File: config.mk
export PLATFORM = sky130hd
export DESIGN_NAME = fetch_ctrl_flat
export DESIGN_NICKNAME = d
export VERILOG_FILES = /design/src/rtl/pipeline.sv /design/src/rtl/fetch_ctrl_if.sv /design/src/rtl/fetch_ctrl.sv /design/src/flat_wrapper.sv
export SDC_FILE = /design/constraint.sdc
export NUM_CORES = 1
export LEC_CHECK = 0
export CORE_UTILIZATION = 43
export DETAILED_ROUTE_END_ITERATION = 12
export PLACE_DENSITY = 0.95
export SLEW_MARGIN = 20
export SYNTH_ARGS = -nofsm -noshare
export SYNTH_HDL_FRONTEND = slang
export SYNTH_SLANG_ARGS = --single-unit
File: constraint.sdc
create_clock -name clk -period 3.82 [get_ports clk]
set_input_delay 0.573 -clock clk [delete_from_list [all_inputs] [get_ports clk]]
set_output_delay 0.573 -clock clk [all_outputs]
set_load 0.01 [all_outputs]
File: src/rtl/pipeline.sv
// +----------------------------------------------------------------------+
// | Module      : pipeline (package)                                     |
// | Description : Core-wide pipeline constants shared by the IFU blocks. |
// | Revision    : 1.0                                                    |
// +----------------------------------------------------------------------+
`default_nettype none

package pipeline;
    localparam int XLEN = 32;
endpackage

`default_nettype wire

File: src/rtl/fetch_ctrl_if.sv
// +----------------------------------------------------------------------+
// | Module      : fetch_ctrl_if                                          |
// | Description : Instruction-memory and decode handshakes of the IFU.   |
// | Revision    : 1.0                                                    |
// +----------------------------------------------------------------------+
`default_nettype none

interface fetch_ctrl_if;
    logic                       imem_req_valid;
    logic                       imem_req_ready;
    logic [pipeline::XLEN-1:0]  imem_addr;
    logic                       imem_rsp_valid;
    logic [31:0]                imem_rsp_data;

    logic                       inst_valid;
    logic                       inst_ready;
    logic [31:0]                inst;
    logic [pipeline::XLEN-1:0]  inst_pc;
    logic                       inst_compressed;

    modport master (
        output imem_req_valid, imem_addr,
        input  imem_req_ready, imem_rsp_valid, imem_rsp_data,
        output inst_valid, inst, inst_pc, inst_compressed,
        input  inst_ready
    );

    modport slave (
        input  imem_req_valid, imem_addr,
        output imem_req_ready, imem_rsp_valid, imem_rsp_data,
        input  inst_valid, inst, inst_pc, inst_compressed,
        output inst_ready
    );
endinterface

`default_nettype wire

File: src/rtl/fetch_ctrl.sv
// +----------------------------------------------------------------------+
// | Module      : fetch_ctrl                                             |
// | Description : Single-outstanding instruction-fetch sequencer.        |
// | Revision    : 1.0                                                    |
// +----------------------------------------------------------------------+
`default_nettype none

module fetch_ctrl (
    input  wire logic                       clk,
    input  wire logic                       reset_n,
    input  wire logic [pipeline::XLEN-1:0]  curr_pc,
    output logic                            stall,
    output logic                            compressed,
    output logic                            je,
    output logic [pipeline::XLEN-1:0]       ja,
    input  wire logic                       redirect,
    input  wire logic [pipeline::XLEN-1:0]  redirect_addr,
    fetch_ctrl_if.master                    bus
);
    typedef enum logic [2:0] {
        S_START = 3'd0,
        S_REQ   = 3'd1,
        S_WAIT  = 3'd2,
        S_HOLD  = 3'd3,
        S_DRAIN = 3'd4
    } state_t;

    state_t                     r_state;
    logic                       r_kill;
    logic [pipeline::XLEN-1:0]  r_req_addr;
    logic [31:0]                r_inst;
    logic [pipeline::XLEN-1:0]  r_inst_pc;
    logic                       r_inst_comp;

    logic                       w_redirect;
    logic                       w_handoff;

    // Redirects are ignored while reset is asserted so the PC stays held.
    assign w_redirect = redirect & reset_n;
    assign w_handoff  = (r_state == S_HOLD) && bus.inst_ready && !w_redirect;

    always_ff @(posedge clk or negedge reset_n) begin
        if (!reset_n) begin
            r_state     <= S_START;
            r_kill      <= 1'b0;
            r_req_addr  <= '0;
            r_inst      <= '0;
            r_inst_pc   <= '0;
            r_inst_comp <= 1'b0;
        end else begin
            case (r_state)
                S_START: r_state <= S_REQ;
                S_REQ: begin
                    // A killed request keeps its original address until accepted.
                    if (!r_kill)
                        r_req_addr <= curr_pc;
                    if (bus.imem_req_ready) begin
                        r_kill  <= 1'b0;
                        r_state <= (r_kill || redirect) ? S_DRAIN : S_WAIT;
                    end else if (redirect) begin
                        r_kill <= 1'b1;
                    end
                end
                S_WAIT: begin
                    if (bus.imem_rsp_valid) begin
                        if (redirect) begin
                            r_state <= S_REQ;
                        end else begin
                            r_inst      <= bus.imem_rsp_data;
                            r_inst_pc   <= r_req_addr;
                            r_inst_comp <= (bus.imem_rsp_data[1:0] != 2'b11);
                            r_state     <= S_HOLD;
                        end
                    end else if (redirect) begin
                        r_state <= S_DRAIN;
                    end
                end
                S_HOLD: begin
                    if (redirect) begin
                        r_inst      <= '0;
                        r_inst_pc   <= '0;
                        r_inst_comp <= 1'b0;
                        r_state     <= S_REQ;
                    end else if (bus.inst_ready) begin
                        r_state <= S_REQ;
                    end
                end
                S_DRAIN: begin
                    if (bus.imem_rsp_valid)
                        r_state <= S_REQ;
                end
                default: r_state <= S_START;
            endcase
        end
    end

    assign bus.imem_req_valid  = (r_state == S_REQ);
    assign bus.imem_addr       = r_kill ? r_req_addr : curr_pc;
    assign bus.inst_valid      = (r_state == S_HOLD) && !w_redirect;
    assign bus.inst            = r_inst;
    assign bus.inst_pc         = r_inst_pc;
    assign bus.inst_compressed = r_inst_comp;

    assign je         = w_redirect;
    assign ja         = redirect_addr;
    assign stall      = !(w_redirect || w_handoff);
    assign compressed = r_inst_comp;

endmodule

`default_nettype wire

File: src/flat_wrapper.sv
// flat-port wrapper written by rule: the top's interface ports become plain ports
module fetch_ctrl_flat 
  (clk, reset_n, curr_pc, stall, compressed, je, ja, redirect, redirect_addr, bus_imem_req_valid, bus_imem_addr, bus_imem_req_ready, bus_imem_rsp_valid, bus_imem_rsp_data, bus_inst_valid, bus_inst, bus_inst_pc, bus_inst_compressed, bus_inst_ready);
  fetch_ctrl_if bus_i ();
  input  wire logic clk;
  input  wire logic reset_n;
  input  wire logic [pipeline::XLEN-1:0] curr_pc;
  output logic stall;
  output logic compressed;
  output logic je;
  output logic [pipeline::XLEN-1:0] ja;
  input  wire logic redirect;
  input  wire logic [pipeline::XLEN-1:0] redirect_addr;
  output wire logic [$bits(bus_i.imem_req_valid)-1:0] bus_imem_req_valid;
  output wire logic [$bits(bus_i.imem_addr)-1:0] bus_imem_addr;
  input wire logic [$bits(bus_i.imem_req_ready)-1:0] bus_imem_req_ready;
  input wire logic [$bits(bus_i.imem_rsp_valid)-1:0] bus_imem_rsp_valid;
  input wire logic [$bits(bus_i.imem_rsp_data)-1:0] bus_imem_rsp_data;
  output wire logic [$bits(bus_i.inst_valid)-1:0] bus_inst_valid;
  output wire logic [$bits(bus_i.inst)-1:0] bus_inst;
  output wire logic [$bits(bus_i.inst_pc)-1:0] bus_inst_pc;
  output wire logic [$bits(bus_i.inst_compressed)-1:0] bus_inst_compressed;
  input wire logic [$bits(bus_i.inst_ready)-1:0] bus_inst_ready;
  assign bus_imem_req_valid = bus_i.imem_req_valid;
  assign bus_imem_addr = bus_i.imem_addr;
  assign bus_i.imem_req_ready = bus_imem_req_ready;
  assign bus_i.imem_rsp_valid = bus_imem_rsp_valid;
  assign bus_i.imem_rsp_data = bus_imem_rsp_data;
  assign bus_inst_valid = bus_i.inst_valid;
  assign bus_inst = bus_i.inst;
  assign bus_inst_pc = bus_i.inst_pc;
  assign bus_inst_compressed = bus_i.inst_compressed;
  assign bus_i.inst_ready = bus_inst_ready;
  fetch_ctrl u_core (.clk(clk), .reset_n(reset_n), .curr_pc(curr_pc), .stall(stall), .compressed(compressed), .je(je), .ja(ja), .redirect(redirect), .redirect_addr(redirect_addr), .bus(bus_i));
endmodule
Word level (Yosys, flattened, before mapping)
Cells that the tools add are included.
{"block": "op_classes", "n_eq_ne": 12, "n_mux": 23, "bitwise_logic": 1, "n_reduce_logical": 13}
{"cell": "two-way mux 32 bit", "count": 6}
{"cell": "case mux 32 bit (2 select lines)", "count": 2}
{"cell": "two-way mux 3 bit", "count": 7}
{"cell": "case mux 3 bit (5 select lines)", "count": 1}
{"cell": "!= test 2 bit, second input constant", "count": 5}
{"cell": "AND reduction 4 bit", "count": 2}
{"cell": "== test 3 x 2 -> 1 bit, second input constant", "count": 2}
{"cell": "!= test 3 bit, second input constant", "count": 2}
{"cell": "two-way mux 1 bit", "count": 5}
{"cell": "nonzero test 2 bit", "count": 2}
{"cell": "== test 3 x 1 -> 1 bit, second input constant", "count": 1}
{"cell": "== test 3 bit, second input constant", "count": 1}
{"cell": "logical AND 1 bit", "count": 3}
{"cell": "logical NOT 3 bit", "count": 1}
{"cell": "logical NOT 1 bit", "count": 2}
{"cell": "logical OR 1 bit", "count": 2}
{"cell": "two-way mux 2 bit", "count": 1}
{"cell": "!= test 2 x 1 -> 1 bit, second input constant", "count": 1}
{"cell": "case mux 1 bit (2 select lines)", "count": 1}
{"cell": "AND reduction 2 bit", "count": 1}
{"cell": "AND 1 bit", "count": 1}
{"block": "totals", "ff_bits": 101}

Depth between registers and ports, before layout
{"block": "logic_depth", "depth_word": 5, "depth_mapped": 7}

Least setup slack after synthesis
Ideal clock, no wire load.
{"block": "synth_timing", "path_kind": "register -> output", "from": "reg u_core.r_kill", "to": "out bus_imem_addr[0]", "arrival_ns": 1.125, "slack_ns": 2.122, "path_stages_with_launch": 4, "path_cell_list": "dfrtp_1 clkbuf_1 buf_2 mux2_2"}
{"block": "synth_between", "elab_chain_cells": 1}
{"element": "from (decl)", "line_no": "fetch_ctrl.sv:29", "source": "logic r_kill;"}
{"element": "from (signal assigned)", "line_no": "fetch_ctrl.sv:45", "source": "r_kill <= 1'b0;"}
{"element": "from (signal assigned)", "line_no": "fetch_ctrl.sv:58", "source": "r_kill <= 1'b0;"}
{"element": "from (signal assigned)", "line_no": "fetch_ctrl.sv:61", "source": "r_kill <= 1'b1;"}
{"element": "two-way mux 32 bit"}
{"element": "to (decl)", "line_no": "flat_wrapper.sv:15", "source": "output wire logic [$bits(bus_i.imem_addr)-1:0] bus_imem_addr;"}
No other way between the ends.

Final worst setup path
{"block": "layout_timing", "from": "reg u_core.r_kill", "to": "out bus_imem_addr[2]"}
The elaborated chain is that of the path after synthesis.

==> Flow_metrics.wiki <==
{| class="wikitable"
! Metric !! Value
|-
| Outcome || complete, no violations
|-
| Skew-Pair Late Insertion Delay || 0.36 ns
|-
| Fmax || 337.3 MHz
|-
| Kind of capture point of the worst setup path || output pin
|-
| Worst setup SP type || flip-flop
|-
| Global-route wire length before repair || 18,340 um
|-
| Vias || 3,456
|-
| Ys Warns || 0
|-
| Req. time, crit path || 3.25 ns
|-
| Worst Hold Class || reg -> reg
|-
| Final design utilization || just over 60%
|-
| Sum Neg Setup Slack || 0 ns
|-
| Global-route usage over all layers || 21.43%
|-
| Avg Synthesized Cell Area || about 12 um^2
|-
| Ant. Diodes || 0
|-
| Data arrival time of the critical path || 2.39 ns
|-
| Total internal power || 3.024 mW
|-
| Synth Register Bits || 101
|-
| Routed length per instance || 17.56 um
|-
| Fraction of layout cells with a size suffix above 1 || about 12%
|-
| Total nets after synthesis || just under 500
|-
| Count of antenna-violating nets left after detailed routing || 0
|-
| Worst Max-Slew Pin Slew || 0.7892 ns
|-
| Count of unresolved DRC violations after routing || 0
|-
| Root buffer selected by CTS || sky130_fd_sc_hd__clkbuf_8
|-
| Fill cell total of the finished layout || 774
|-
| Placement-stage worst setup slack || 1.151 ns
|-
| Initial antenna violation count || 0
|-
| Final setup slack of the worst path || ~0.86 ns
|-
| Clock H-tree levels || 3
|-
| Core area || 9910 um^2
|-
| Non-Filler Cell Area, Final || about 6200 um^2
|-
| Worst Clk Skew || approximately 0.015 ns
|-
| First DRT Iteration DRCs || ~140
|-
| Input/output buffers || ~170
|-
| Worst path max stage delay || ~0.70 ns
|-
| Max-slew violations || 0
|-
| Initial core utilization || between 40 and 50%
|-
| Number of different library cells in the post-synthesis netlist || 30
|-
| Synthesized netlist cell count || 381
|-
| Multi-input combinational cell area || 1496 um^2
|-
| Synthesized cell area || around 4500 um^2
|-
| Number of cell rows || 36
|-
| Instance area after placement || 5981 um^2
|-
| Proportion of total power due to net switching || 36.66%
|-
| Power Dens Cells || 772.2 nW/um^2
|-
| Switching component of the power || ~1.7 mW
|-
| Syn-to-layout area delta || 38.44%
|-
| Seq/Total Area, Yosys || 56.60%
|-
| Routability Congestion || 0.8071
|-
| Global route total overflow || 0
|-
| Via count of the first global-routing pass || 3,555
|-
| Buffer depth of the longest clock path || 2
|-
| Sequential group share of total power || 37.8%
|-
| Peak VDD IR || approximately 0.00052 V
|-
| Leading cell types in the layout, fill and taps excluded || sky130_fd_sc_hd__clkdlybuf4s50_1, sky130_fd_sc_hd__dfrtp_1, sky130_fd_sc_hd__nand2_1
|-
| Commonest non-fill, non-tap cell in the layout || sky130_fd_sc_hd__clkdlybuf4s50_1
|-
| TritonCTS clock tree || done
|-
| Cells along the critical path || buf_4, mux2_2, clkdlybuf4s50_1
|-
| Setup repair after global routing missed its margin || false
|-
| Register area || 2527 um^2
|-
| Post-CTS Setup Bufs || 0
|-
| Horizontal extent of the die || 103.9 um
|-
| Leakage power figure || 2.830 nW
|-
| Pin count of the biggest net entering global routing || 55
|-
| Number of max-capacitance violations reported || 0
|-
| Die area || 10,800 um^2
|-
| Layout Nets || just over 600
|-
| Ratio of final minimum period to clock period || slightly below 80%
|-
| Clock share of power || 13.5%
|-
| Slowest stage cell, crit path || sky130_fd_sc_hd__dfrtp_1
|-
| Pre-antenna DRT Iters || 4
|-
| Final setup violation count || 0
|-
| Minimum clock period || ~3.0 ns
|-
| Total detailed-routing wirelength || 11,410 um
|-
| Count of boundary I/O pins || 236
|-
| Total clock buffers created by CTS || 9
|-
| Total number of clock tree sinks || 101
|-
| Clock transition time at the flip-flop clock pins of the worst setup and hold paths || 0.10 ns
|-
| Number of hold violations in the final report || 0
|-
| Top fanout value on the critical path || 22
|-
| Vias per std cell || 5.317
|-
| Height of the die || 103.9 um
|-
| Max-slew headroom at the worst pin || 47.22%
|-
| Critical setup path kind || reg -> out
|-
| Comb power frac || 48.7%
|-
| HPWL reported at the end of detailed placement || 8018 um
|}
repair_timing:
action                    CTS  global route
resized for setup           0             0
hold endpoints to repair    1             0
hold buffers                1             0
metrics by stage:
step	hold slack (ns)	std cells	power [mW]
3_5_place_dp	0.4079	633	4.148
3_3_place_gp	0.4096	633	4.044
2_1_floorplan	0.2774	381	3.053
4_1_cts	0.5088	650	4.810
5_1_grt	0.5201	650	5.062
6_report	0.5050	650	4.774
worst max-delay path: cells and delay by family, from the launching register on:
kind / cells / cell delay [ns]
buffers and inverters: 2 / 0.93
flip-flops: 1 / 0.70
multiplexers: 1 / 0.40
synthesized netlist by cell type:
library cell               number  area [um^2]
sky130_fd_sc_hd__or2_2          1        6.260
sky130_fd_sc_hd__or3b_1         1        8.760
sky130_fd_sc_hd__o41ai_1        1        8.760
sky130_fd_sc_hd__nand2b_1       3        18.77
sky130_fd_sc_hd__buf_6          9        101.4
sky130_fd_sc_hd__a31o_1         1        8.760
sky130_fd_sc_hd__nor3b_1        1        7.510
sky130_fd_sc_hd__dfrtp_1      101         2527
sky130_fd_sc_hd__nor3_2         1        10.01
sky130_fd_sc_hd__nand3b_1       1        7.510
sky130_fd_sc_hd__nor2b_1        1        6.260
sky130_fd_sc_hd__nor2_1         3        11.26
sky130_fd_sc_hd__mux2_2        32        360.4
sky130_fd_sc_hd__clkinv_8       1        16.27
sky130_fd_sc_hd__clkbuf_1       1        3.750
sky130_fd_sc_hd__and4b_1        1        10.01
sky130_fd_sc_hd__and2_1         2        12.51
sky130_fd_sc_hd__buf_4         37        277.8
sky130_fd_sc_hd__o21a_1         1        7.510
sky130_fd_sc_hd__nand2_1       96        360.4
sky130_fd_sc_hd__buf_2         12        60.06
sky130_fd_sc_hd__a22oi_1        1        7.510
sky130_fd_sc_hd__a21oi_1        2        10.01
sky130_fd_sc_hd__o21ai_1        1        5.000
sky130_fd_sc_hd__o32ai_1        1        8.760
sky130_fd_sc_hd__mux2_1         1        11.26
sky130_fd_sc_hd__a22o_1        65        569.3
sky130_fd_sc_hd__and2b_1        1        7.510
sky130_fd_sc_hd__a31oi_1        1        6.260
sky130_fd_sc_hd__a221oi_1       1        8.760
final timing paths:
path | from | end | slack (ns) | cells after the start
max | u_core.r_kill | bus_imem_addr[2] | 0.86 | 3
min | u_core.bus.inst_pc[26] | u_core.bus.inst_pc[26] | 0.51 | 1
max reg2reg | u_core.r_state[0] | u_core.bus.inst[10] | 1.72 | 4
min reg2reg | u_core.bus.inst_pc[26] | u_core.bus.inst_pc[26] | 0.51 | 1
max in group asynchronous | reset_n | u_core.bus.inst_pc[31] | 1.82 | 4
min in group asynchronous | reset_n | u_core.bus.inst[12] | 0.59 | 2
layout make-up:
class                   instances  share of cell area [%]
clock inverters                 6                  0.8703
inverters                       1                  0.2631
repair buffers                179                   28.86
multi-input cells             220                   24.21
clock buffers                  10                   2.226
well taps                     133                   2.692
flip-flops and latches        101                   40.88
sequential cells by signal, indices dropped and copies added (netlist names):
register / cells
u_core.bus.inst: 32
u_core.bus.inst_pc: 32
u_core.r_req_addr: 32
u_core.r_state: 3
u_core.bus.inst_compressed: 1
u_core.r_kill: 1
metal layers:
metal / wire, um / global-route usage, % / up-vias
met3: 742 / 4.950 / 31
met4: 257 / 8.061 / 0
li1: - / - / 1553
met2: 5806 / 36.90 / 153
met1: 4606 / 26.16 / 1719
met5: 0 / 0 / -
cells by family after synthesis:
kind of cell	Yosys count	synth area share [%]
AOI/OAI and AO/OA	75	14.35
buffers and inverters	60	10.28
DFF	101	56.60
muxes	33	8.322
and+or+nand+nor	112	10.45
power by group through the flow:
stage | clock network, mW | registers, mW | logic [mW]
3_5_place_dp | 0 | 1.82 | 2.33
6_report | 0.645 | 1.81 | 2.32
2_1_floorplan | 0 | 1.83 | 1.23
5_1_grt | 0.701 | 1.86 | 2.50
4_1_cts | 0.666 | 1.80 | 2.34
3_3_place_gp | 0 | 1.79 | 2.25
Note: power is estimated with default switching activity, not from simulation.
